--- src/rtl/uart_rx_if.sv ---
// uart_rx_if: tick, serial line and received-byte signals of uart_rx.
// The parity_err member exists only when UART_RX_PARITY_EN is defined.
interface uart_rx_if #(parameter int DBIT = 8);
  logic s_tick;
  logic rx;
  logic [DBIT-1:0] rx_data;
  logic rx_done;
  logic frame_err;
`ifdef UART_RX_PARITY_EN
  logic parity_err;
  modport master(input s_tick, rx, output rx_data, rx_done, frame_err, parity_err);
  modport slave(output s_tick, rx, input rx_data, rx_done, frame_err, parity_err);
`else
  modport master(input s_tick, rx, output rx_data, rx_done, frame_err);
  modport slave(output s_tick, rx, input rx_data, rx_done, frame_err);
`endif
endinterface

--- src/rtl/uart_rx.sv ---
// uart_rx: 16x-oversampled 8N1 receiver with mid-bit sampling, frame error and break hold.
// Optional even-parity check (8E1) is enabled by defining UART_RX_PARITY_EN.
module uart_rx #(
  parameter int DBIT = 8,
  parameter int OVERSAMPLE = 16
) (
  input logic clk,
  input logic rst_n,
  uart_rx_if.master bus
);
  localparam int SW = $clog2(OVERSAMPLE);
  localparam int NW = DBIT > 1 ? $clog2(DBIT) : 1;
  typedef enum logic [2:0] {IDLE, START, DATA, PARITY, STOP, BRK} state_t;
  state_t state, state_nxt;
  logic [1:0] sync;
  logic [SW-1:0] s, s_nxt;
  logic [NW-1:0] n, n_nxt;
  logic [DBIT-1:0] shreg;
  logic rx_s, mid, last, shift, fin;
`ifdef UART_RX_PARITY_EN
  logic par, par_ld;
`endif
  assign rx_s = sync[1];
  assign mid = bus.s_tick && s == SW'(OVERSAMPLE / 2 - 1);
  assign last = bus.s_tick && s == SW'(OVERSAMPLE - 1);
  always_ff @(posedge clk or negedge rst_n)
    if (!rst_n) begin
      sync <= 2'b11;
      state <= IDLE;
      s <= '0;
      n <= '0;
      shreg <= '0;
      bus.rx_data <= '0;
      bus.rx_done <= 1'b0;
      bus.frame_err <= 1'b0;
`ifdef UART_RX_PARITY_EN
      par <= 1'b0;
      bus.parity_err <= 1'b0;
`endif
    end else begin
      sync <= {sync[0], bus.rx};
      state <= state_nxt;
      s <= s_nxt;
      n <= n_nxt;
      if (shift) shreg <= {rx_s, shreg[DBIT-1:1]};
      bus.rx_done <= fin;
      if (fin) begin
        bus.rx_data <= shreg;
        bus.frame_err <= ~rx_s;
      end
`ifdef UART_RX_PARITY_EN
      if (par_ld) par <= rx_s;
      if (fin) bus.parity_err <= ^{shreg, par};
`endif
    end
  always_comb begin
    state_nxt = state;
    case (state)
      IDLE: state_nxt = rx_s ? IDLE : START;
      START: state_nxt = mid ? (rx_s ? IDLE : DATA) : START;
`ifdef UART_RX_PARITY_EN
      DATA: state_nxt = (last && n == NW'(DBIT - 1)) ? PARITY : DATA;
      PARITY: state_nxt = last ? STOP : PARITY;
`else
      DATA: state_nxt = (last && n == NW'(DBIT - 1)) ? STOP : DATA;
`endif
      STOP: state_nxt = last ? (rx_s ? IDLE : BRK) : STOP;
      BRK: state_nxt = rx_s ? IDLE : BRK;
      default: state_nxt = IDLE;
    endcase
  end
  // Any state change, and every bit-period wrap, restarts the tick count.
  always_comb begin
    s_nxt = (state_nxt != state || last) ? '0 :
            (bus.s_tick && state != IDLE && state != BRK) ? s + SW'(1) : s;
    n_nxt = state == START ? '0 : shift ? n + NW'(1) : n;
  end
  always_comb begin
    shift = state == DATA && last;
    fin = state == STOP && last;
`ifdef UART_RX_PARITY_EN
    par_ld = state == PARITY && last;
`endif
  end
endmodule

--- src/flat_wrapper.sv ---
// flat-port wrapper written by rule: the top's interface ports become plain ports
module uart_rx_flat 
#(
  parameter int DBIT = 8,
  parameter int OVERSAMPLE = 16
)
  (clk, rst_n, bus_s_tick, bus_rx, bus_rx_data, bus_rx_done, bus_frame_err);
  uart_rx_if #(.DBIT(DBIT)) bus_i ();
  input logic clk;
  input logic rst_n;
  input wire logic [$bits(bus_i.s_tick)-1:0] bus_s_tick;
  input wire logic [$bits(bus_i.rx)-1:0] bus_rx;
  output wire logic [$bits(bus_i.rx_data)-1:0] bus_rx_data;
  output wire logic [$bits(bus_i.rx_done)-1:0] bus_rx_done;
  output wire logic [$bits(bus_i.frame_err)-1:0] bus_frame_err;
  assign bus_i.s_tick = bus_s_tick;
  assign bus_i.rx = bus_rx;
  assign bus_rx_data = bus_i.rx_data;
  assign bus_rx_done = bus_i.rx_done;
  assign bus_frame_err = bus_i.frame_err;
  uart_rx #(.DBIT(DBIT), .OVERSAMPLE(OVERSAMPLE)) u_core (.clk(clk), .rst_n(rst_n), .bus(bus_i));
endmodule
--- config.mk ---
export PLATFORM = sky130hd
export DESIGN_NAME = uart_rx_flat
export DESIGN_NICKNAME = d
export VERILOG_FILES = /design/src/rtl/uart_rx_if.sv /design/src/rtl/uart_rx.sv /design/src/flat_wrapper.sv
export SDC_FILE = /design/constraint.sdc
export NUM_CORES = 1
export LEC_CHECK = 0
export CORE_MARGIN = 2
export CORE_UTILIZATION = 50
export DETAILED_ROUTE_END_ITERATION = 10
export PLACE_DENSITY = 0.75
export SETUP_SLACK_MARGIN = 0.02
export SKIP_LAST_GASP = 1
export SYNTH_ARGS = -nofsm -noshare
export SYNTH_HDL_FRONTEND = slang
export SYNTH_SLANG_ARGS = --single-unit
--- constraint.sdc ---
create_clock -name clk -period 3.31 [get_ports clk]
set_input_delay 0.331 -clock clk [delete_from_list [all_inputs] [get_ports clk]]
set_output_delay 0.331 -clock clk [all_outputs]
set_load 0.005 [all_outputs]
==> metrics.md <==
| Metric | Value |
|---|---|
| Status | `completed` |
| Critical path type | `flip-flop to flip-flop` |
| Busiest layer in global routing | `met2` |
| GRT Total Usage | `between 10% and 20%` |
| Largest stage delay, worst path | `0.55 ns` |
| Global-route wire length before repair | `3919 um` |
| Buf/Inv on CP | `0` |
| Max-capacitance violation count | `0` |
| Most common cell in the netlist | `dfrtp_1` |
| Sequential cell area | `753.2 um^2` |
| Crit-path cells | `nor2_1 -> mux2_2 -> a211o_1 -> nor2_1` |
| Largest family of logic cells by synthesized area | `multiplexers` |
| Adder-cell share of the synthesized area | `2.740%` |
| Register area share after synthesis | `54.98%` |
| R2R Setup Slk | `1.57 ns` |
| Max VDD drop | `0.3551 mV` |
| Global routing met2 resource utilization | `about a quarter` |
| Max-slew violations | `0` |
| Post-Synth Simple-Gate Area | `between 10 and 15%` |
| Post-synth top area share | `51.14%` |
| Final GP Congestion | `~0.8` |
| HPWL after detailed placement | `1523 um` |
| Clock Pin Slew Worst Setup and Hold Paths | `roughly 0.090 ns` |
| Cells after synthesis | `107` |
| Post-route ant nets | `0` |
| Syn_nets | `114` |
| Post-synthesis register bit count | `30` |
| Cell mode on critical path | `nor2_1` |
| CORE AREA | `~2500 um^2` |
| Final Critical Period | `around 1.7 ns` |
| WP data arrival | `2.00 ns` |
| Mapped Area | `1370 um^2` |
| Setup-failing EPs final | `0` |
| Avg Vias per Cell | `about 5.7` |
| # clock sinks | `30` |
| Synth unique cells | `33` |
| Largest net degree at the start of global routing | `31` |
| Worst-skew pair later-pin latency | `0.33 ns` |
| Ant diodes | `0` |
| TritonCTS Buffers | `5` |
| Vias in the first global route | `878` |
| Fillers | `211` |
| Synth Area in XOR/XNOR | `2.557%` |
| Number of synthesized flops with an enable pin | `0` |
| Die width | `56.35 um` |
| WL final | `2206 um` |
| DRT iter0 DRCs | `14` |
| Resize count post-CTS | `0` |
| Peak Freq | `0.5738 GHz` |
| PwrDens | `494.3 nW/um^2` |
| Ys Warns | `0` |
| Die Area | `3175 um^2` |
| CP top delay family | `flip-flops` |
| Dominant cell type by area after synthesis | `dfrtp_1` |
| Per-cell routed wire length | `14.32 um` |
| Synth top cells by count | `dfrtp_1 (28), mux2_2 (10), nor2_1 (9)` |
| Gr ovfl total | `0` |
| Leak | `0.7679 nW` |
| Required @ worst endpoint | `3.57 ns` |
| Initial antenna violation count | `0` |
| Final core occ | `61.60%` |
| Drt first pass iters | `4` |
| Share of post-route cells with drive strength above 1 | `23.39%` |
| RSZ-0062 raised after global routing | `no` |
| Met3 usage | `5.530%` |
| Layout area overhead | `14.43%` |
| Crit path max fanout | `15` |
| Port Buf Inserts | `13` |
| Multiplexer share of the synthesized area | `16.62%` |
| Number of placement rows | `18` |
| Post-CTS setup buffers | `0` |
| Routed vias | `about 870` |
| Top_reg_cell synth | `dfrtp_1` |
| Drc violations | `0` |
| Final hold violation count | `0` |
| Synth top area cells | `dfrtp_1 (51%), mux2_2 (8.2%), mux2_4 (7.7%)` |
| Hold WC Path Type | `flip-flop to flip-flop` |
| Met1 Use GR | `20.57%` |
| Synth Area in Compound Gates | `9.954%` |
| CP startpoint kind | `flip-flop` |
| H-Tree Depth | `2` |
| I/O pin cnt | `14` |
| Slew headroom | `70.27%` |
| Asr flop ratio synth | `100.0%` |
| Nets@finish | `between 100 and 150` |
| Avg Inst Size Synth | `12.80 um^2` |
| TritonCTS clock tree | `built` |
| Period utilization | `roughly 53%` |
| Multi-input logic area | `about 580 um^2` |
| Post-cts hold buffer count | `0` |
| Max stage delay cell, worst path | `dfrtp_1` |
| Max clock buf depth | `2` |
| Worst-Margin Slew | `0.4459 ns` |
| Starting Density | `a little over half` |
| Die Y | `56.35 um` |
| Setup Skew | `0.01336 ns` |
| Final setup TNS | `0 ns` |
| Root Driver | `clkbuf_4` |
| Crit end category | `flip-flop` |
| Tot Pwr | `slightly below 0.0008 W` |
[report_power, final]
group | internal, W | total [W] | switching (W)
clock network | 0.0000807 | 0.000202 | 0.000122
logic | 0.0000595 | 0.000125 | 0.0000652
registers | 0.000399 | 0.000448 | 0.0000489
total | 0.000539 | 0.000775 | 0.000236
[final cells by class]
cell class | count | share of cell area (%)
clock buffers | 6 | 2.634
well taps | 30 | 2.394
multi-input cells | 71 | 37.27
inverters | 1 | 0.2394
repair buffers | 14 | 8.779
clock inverters | 2 | 0.6385
flip-flops and latches | 30 | 48.04
[cells by family after synthesis]
group	after synthesis
compound gates	19
simple gates	27
flops	30
xor+xnor	4
fa+ha+maj	3
mux	18
buf+inv	6
[layer usage]
| metal | vias to the layer above | routed length (um) | part of all wire, % |
|---|---|---|---|
| met5 | - | 0 | 0 |
| met2 | 15 | 1024 | 46 |
| met4 | 0 | 46 | 2.1 |
| li1 | 423 | - | - |
| met1 | 427 | 1050 | 48 |
| met3 | 6 | 83 | 3.8 |
[registers in the layout, indices dropped and copies added, names as in the netlist]
register,cells
u_core.shreg,8
u_core.n,3
u_core.sync,2
u_core.s,4
u_core.bus.frame_err,1
u_core.bus.rx_data,8
u_core.bus.rx_done,1
u_core.state,3
[stage by stage]
step                std cells  worst slack [ns]  hold WS [ns]  cell area (um^2)
floorplan                 107             1.697       0.03541              1370
global placement          146             1.337        0.3460              1516
detailed placement        146             1.326        0.3488              1516
CTS                       154             1.577        0.3623              1568
global route              154             1.427        0.3684              1568
finish                    154             1.567        0.3611              1568
[cell usage in the layout (no fill, tap or decap)]
cell type	netlist	layout
o211ai_1	1	1
a21oi_1	3	3
mux2_4	7	7
and3_1	1	1
inv_1	1	1
mux2_2	10	10
mux2i_1	1	1
clkdlybuf4s50_1	0	13
nand3_1	2	2
xor2_1	4	4
nand2_1	4	4
a221oi_1	1	1
a31oi_1	1	1
a2111oi_0	1	1
ha_1	3	3
a22o_1	4	4
dfrtp_1	28	28
o22ai_1	1	1
nand2b_1	3	3
nand4_1	1	1
clkbuf_1	2	1
clkbuf_4	0	5
nor2_1	9	9
nand3_2	1	1
a32o_1	2	2
or3_4	1	1
a211o_1	1	1
buf_4	0	1
dfstp_2	2	2
clkinv_2	0	2
o21ai_0	4	4
nor3_1	1	1
nand3b_1	1	1
or2_1	1	1
and4_1	2	2
[worst paths after layout]
kind                                           start                                 to  depth (start not counted)
setup / recovery           u_core.state[0]$_DFF_PN0_            u_core.s[0]$_DFFE_PN0P_                          4
hold / removal              u_core.sync[0]$_DFF_PN1_           u_core.sync[1]$_DFF_PN1_                          0
setup reg to reg           u_core.state[0]$_DFF_PN0_            u_core.s[0]$_DFFE_PN0P_                          4
hold reg to reg             u_core.sync[0]$_DFF_PN1_           u_core.sync[1]$_DFF_PN1_                          0
max in group asynchronous                      rst_n           u_core.sync[0]$_DFF_PN1_                          2
min in group asynchronous                      rst_n  u_core.bus.rx_data[3]$_DFFE_PN0P_                          2
No activity file was read; power rests on OpenSTA's default activity.
